File: config.mk
export PLATFORM = sky130hd
export DESIGN_NAME = mem_block_responder
export DESIGN_NICKNAME = d
export VERILOG_FILES = /design/src/rtl/mem_block_responder.sv
export SDC_FILE = /design/constraint.sdc
export NUM_CORES = 2
export LEC_CHECK = 0
export ABC_AREA = 1
export BUFFER_PORTS_ARGS = -buffer_cell sky130_fd_sc_hd__buf_2
export CORE_AREA = 2 2 498 500
export DETAILED_ROUTE_END_ITERATION = 8
export DIE_AREA = 0 0 500 502
export SYNTH_ARGS = -nofsm -noshare
export SYNTH_HDL_FRONTEND = slang
export SYNTH_SLANG_ARGS = --single-unit
File: constraint.sdc
create_clock -name i_clk -period 51.7 [get_ports i_clk]
set_clock_uncertainty 0.1 [all_clocks]
set_input_delay 7.755 -clock i_clk [delete_from_list [all_inputs] [get_ports i_clk]]
set_output_delay 7.755 -clock i_clk [all_outputs]
set_load 0.01 [all_outputs]
File: src/rtl/mem_block_responder.sv
// Block responder: splits one cache-line read or write into word beats
// on a single-port synchronous memory and pulses o_done on completion.
//
// Ports:
//   i_clk, i_arst          clock, async active-high reset
//   i_read_start           block read request (level, held until o_done)
//   i_write_start          block write request (level, wins over read)
//   i_addr                 request byte address (line offset ignored)
//   i_data_block           write-back line
//   o_data_block           last line read
//   o_done                 one-cycle completion pulse
//   o_mem_addr             word byte address
//   o_mem_re, o_mem_we     memory read / write enables
//   o_mem_wdata            memory write data
//   i_mem_rdata            memory read data, one cycle after o_mem_re
module mem_block_responder #(
  parameter int ADDR_WIDTH  = 64,
  parameter int BLOCK_WIDTH = 512,
  parameter int WORD_WIDTH  = 64
) (
  input  logic                   i_clk,
  input  logic                   i_arst,
  input  logic                   i_read_start,
  input  logic                   i_write_start,
  input  logic [ADDR_WIDTH-1:0]  i_addr,
  input  logic [BLOCK_WIDTH-1:0] i_data_block,
  output logic [BLOCK_WIDTH-1:0] o_data_block,
  output logic                   o_done,
  output logic [ADDR_WIDTH-1:0]  o_mem_addr,
  output logic                   o_mem_re,
  output logic                   o_mem_we,
  output logic [WORD_WIDTH-1:0]  o_mem_wdata,
  input  logic [WORD_WIDTH-1:0]  i_mem_rdata
);

  localparam int BEATS = BLOCK_WIDTH / WORD_WIDTH;
  localparam int CW    = $clog2(BEATS);
  localparam int OFFW  = $clog2(BLOCK_WIDTH / 8);
  localparam int WSH   = $clog2(WORD_WIDTH / 8);

  localparam logic [2:0] S_IDLE  = 3'd0;
  localparam logic [2:0] S_WRITE = 3'd1;
  localparam logic [2:0] S_READ  = 3'd2;
  localparam logic [2:0] S_DRAIN = 3'd3;
  localparam logic [2:0] S_DONE  = 3'd4;

  logic [2:0]            state;
  logic [ADDR_WIDTH-1:0] base;
  logic [CW-1:0]         cnt;
  logic [CW-1:0]         cnt_d;
  logic                  cap;
  logic [WORD_WIDTH-1:0] wbuf [BEATS];
  logic [WORD_WIDTH-1:0] rbuf [BEATS];
  logic                  last;

  assign last = (cnt == CW'(BEATS - 1));

  // Outputs decode registered state only.
  assign o_mem_we    = (state == S_WRITE);
  assign o_mem_re    = (state == S_READ);
  assign o_done      = (state == S_DONE);
  assign o_mem_addr  = base + (ADDR_WIDTH'(cnt) << WSH);
  assign o_mem_wdata = wbuf[cnt];

  always_comb begin
    o_data_block = '0;
    for (int k = 0; k < BEATS; k++)
      o_data_block[k*WORD_WIDTH +: WORD_WIDTH] = rbuf[k];
  end

  always_ff @(posedge i_clk or posedge i_arst) begin
    if (i_arst) begin
      state <= S_IDLE;
      base  <= '0;
      cnt   <= '0;
    end else begin
      unique case (state)
        S_IDLE: begin
          cnt <= '0;
          if (i_write_start) begin
            base  <= {i_addr[ADDR_WIDTH-1:OFFW], OFFW'(0)};
            state <= S_WRITE;
          end else if (i_read_start) begin
            base  <= {i_addr[ADDR_WIDTH-1:OFFW], OFFW'(0)};
            state <= S_READ;
          end
        end
        S_WRITE: begin
          cnt <= cnt + 1'b1;
          if (last) state <= S_DONE;
        end
        S_READ: begin
          cnt <= cnt + 1'b1;
          if (last) state <= S_DRAIN;
        end
        S_DRAIN: state <= S_DONE;
        S_DONE:  state <= S_IDLE;
        default: state <= S_IDLE;
      endcase
    end
  end

  always_ff @(posedge i_clk or posedge i_arst) begin
    if (i_arst) begin
      for (int k = 0; k < BEATS; k++) wbuf[k] <= '0;
    end else if (state == S_IDLE && i_write_start) begin
      for (int k = 0; k < BEATS; k++)
        wbuf[k] <= i_data_block[k*WORD_WIDTH +: WORD_WIDTH];
    end
  end

  // Read data lands one cycle after issue; cnt_d remembers its slot.
  always_ff @(posedge i_clk or posedge i_arst) begin
    if (i_arst) begin
      cap   <= 1'b0;
      cnt_d <= '0;
      for (int k = 0; k < BEATS; k++) rbuf[k] <= '0;
    end else begin
      cap   <= (state == S_READ);
      cnt_d <= cnt;
      if (cap) rbuf[cnt_d] <= i_mem_rdata;
    end
  end

endmodule
==> results.txt <==
Outcome: complete, no violations
Fill cells: 27200
Largest net degree at the start of global routing: 225
Post-DRT Antenna Nets: 0
Yosys reg bits: 1092
Clock Latency Late Sink: 0.80 ns
Critical Path Sink Type: flip-flop
Area occupied by multi-input gates: 14400 µm²
Post-synth ARST share: 100%
Fmax: 80.3 MHz
Worst Path Max Fanout: 224
Synth top area share: 59.9%
Commonest cells post-synth: nand2_1 (1304), dfrtp_1 (1092), inv_1 (652)
Max clock buf depth: 3
DRT iter0 DRCs: 2997
Die Wd: 500 µm
Post-Synthesis Cells: 5353
Global-route wire length before repair: 269000 µm
Total number of vias: 39600
Grt total ovfl: 0
Core area: 245000 µm²
IO Pins: 1287
Pre-antenna DRT Iters: 6
Synth unique cells: 20
Setup Buffers After CTS: 0
Slew Limit Headroom: 21.9%
Drt wl/cell: 19.5 µm
Setup-failing EPs final: 0
Share of layout cells above drive strength 1: 24.7%
Setup TNS: 0 ns
Post-synth EDFFs: 0
Max cap viols: 0
Worst hold path type: flip-flop to flip-flop
Slew Limit Fails: 0
Port Buffer Count: 1277
Synth area leaders: dfrtp_1 (60%), nand2_1 (11%), o21ai_0 (6.4%)
PD cells: 64.9 nW/µm²
Resized Gates After CTS: 0
RSZ-0062 raised after global routing: false
Sequential fraction of the synthesis area: 59.9%
Synth area leader: dfrtp_1
Leakage: 0.0306 µW
DRC viols: 0
Nets: 7111
Initial antenna violation count: 114
Reg2reg setup slack: 45.67 ns
Clock sinks: 1092
GRT Overall Usage: 14.7%
Final GP Congestion: 0.903
Final period util: 24.1%
Row Count: 182
Total Wirelength: 192000 µm
CTS Hold Bufs: 0
Vias/cell: 4.01
YS warnings: 0
Worst-path clk slew: 0.06 ns
Synth Flop Type: dfrtp_1
Final hold vios: 0
Syn avg cell area: 8.53 µm²
Critical path class: primary input to flip-flop
Initial Util: 18.6%
Design Area, Final: 59600 µm²
Data required, critical path: 52.24 ns
Crit start category: primary input
Final core utilization: 24.3%
Post-synthesis cell area: 45700 µm²
CTS root buf: clkbuf_16
Top-count cell post-synth: nand2_1
CTS Buf Count: 121
Die height: 502 µm
Worst-Margin Slew: 1.16 ns
Die area: 251000 µm²
H-tree depth: 3
CP arrival: 13.00 ns
Vias in the first global route: 37700
CTS tree: built
Register Area: 27300 µm²
Placed cell area: 55100 µm²
HPWL Detailed: 143000 µm
Worst IR drop on VDD: 0.0000327 V
Synth-to-layout area growth: 30.5%
Minimum clock period: 12.46 ns
## power breakdown
group / internal (µW) / switching (µW) / total, µW
combinational: 492 / 1040 / 1530
clock: 538 / 394 / 932
sequential: 1230 / 166 / 1400
total: 2260 / 1600 / 3860
## worst max-delay path, stage by stage
cell and delay (ns):
buf_2 0.13, nand3_4 0.59, buf_4 0.75, buf_4 0.68, buf_12 0.61, buf_4 0.84, buf_4 0.86, nor2_1 0.09
a21oi_1 0.14
## stage by stage
stage / setup slack [ns] / hold slack, ns / power [µW] / instances
finish: 39.24 / 0.376 / 3860 / 9868
global route: 38.87 / 0.395 / 4150 / 9840
CTS: 39.45 / 0.382 / 3940 / 9791
detailed placement: 38.63 / 0.368 / 2980 / 9562
global placement: 38.61 / 0.360 / 2950 / 9562
floorplan: 13.10 / 0.348 / 2290 / 5355
## path summary, 6_finish.rpt
| check | from | end | cells after the start |
|---|---|---|---|
| setup / recovery | i_write_start | wbuf[97] | 9 |
| hold / removal | o_data_block[205] | o_data_block[205] | 2 |
| setup reg to reg | state[1] | wbuf[97] | 9 |
| hold reg to reg | o_data_block[205] | o_data_block[205] | 2 |
| max in group asynchronous | i_arst | cnt[2] | 6 |
| min in group asynchronous | i_arst | o_data_block[470] | 2 |
## layout by cell type, fill, tap and decap left out, types with 2 or more instances in the layout
cell type / count
nor2_1: 584
clkinv_2: 23
inv_6: 7
diode_2: 77
clkinv_16: 5
nand3_1: 227
nand3_4: 3
dfrtp_1: 1089
buf_12: 6
inv_16: 2
clkbuf_16: 121
clkinvlp_4: 5
dfrtp_4: 3
bufinv_16: 14
clkbuf_8: 22
o21ai_1: 19
nand2_4: 6
a21oi_1: 465
conb_1: 3
buf_4: 43
ha_1: 2
a21oi_2: 79
clkinv_4: 3
o21ai_0: 582
inv_8: 5
nand2_1: 1298
inv_1: 648
clkbuf_1: 26
buf_2: 1277
## cells by family after synthesis
kind of cell	count (synthesis)	share of synthesized area [%]
AO/OA/AOI/OAI	1146	13.2
adder cells (fa/ha/maj)	2	0.0548
buffers and inverters	991	8.77
flip-flops	1092	59.9
other	1	0.00821
AND/OR/NAND/NOR	2121	18.1
## layout make-up
cell class,count,area share [%]
inverter,652,4.14
multi-input combinational,3272,24.2
clock buffer,169,5.75
timing repair buffer,1326,11.5
tap,3220,6.76
sequential,1092,45.9
antenna,77,0.323
clock inverter,60,1.46
## metal layers
metal  track usage [%]  part of all wire [%]
met1              15.2                    35
met2              26.3                    51
met3              4.55                   8.0
met4              8.45                   5.5
met5                 0                  0.23
## sequential cells by signal (all words and copies together) (netlist names)
name	flops
cnt_d	3
cap	1
cnt	3
state	3
o_data_block	512
base	58
wbuf	512
No activity file was read; power rests on OpenSTA's default activity.
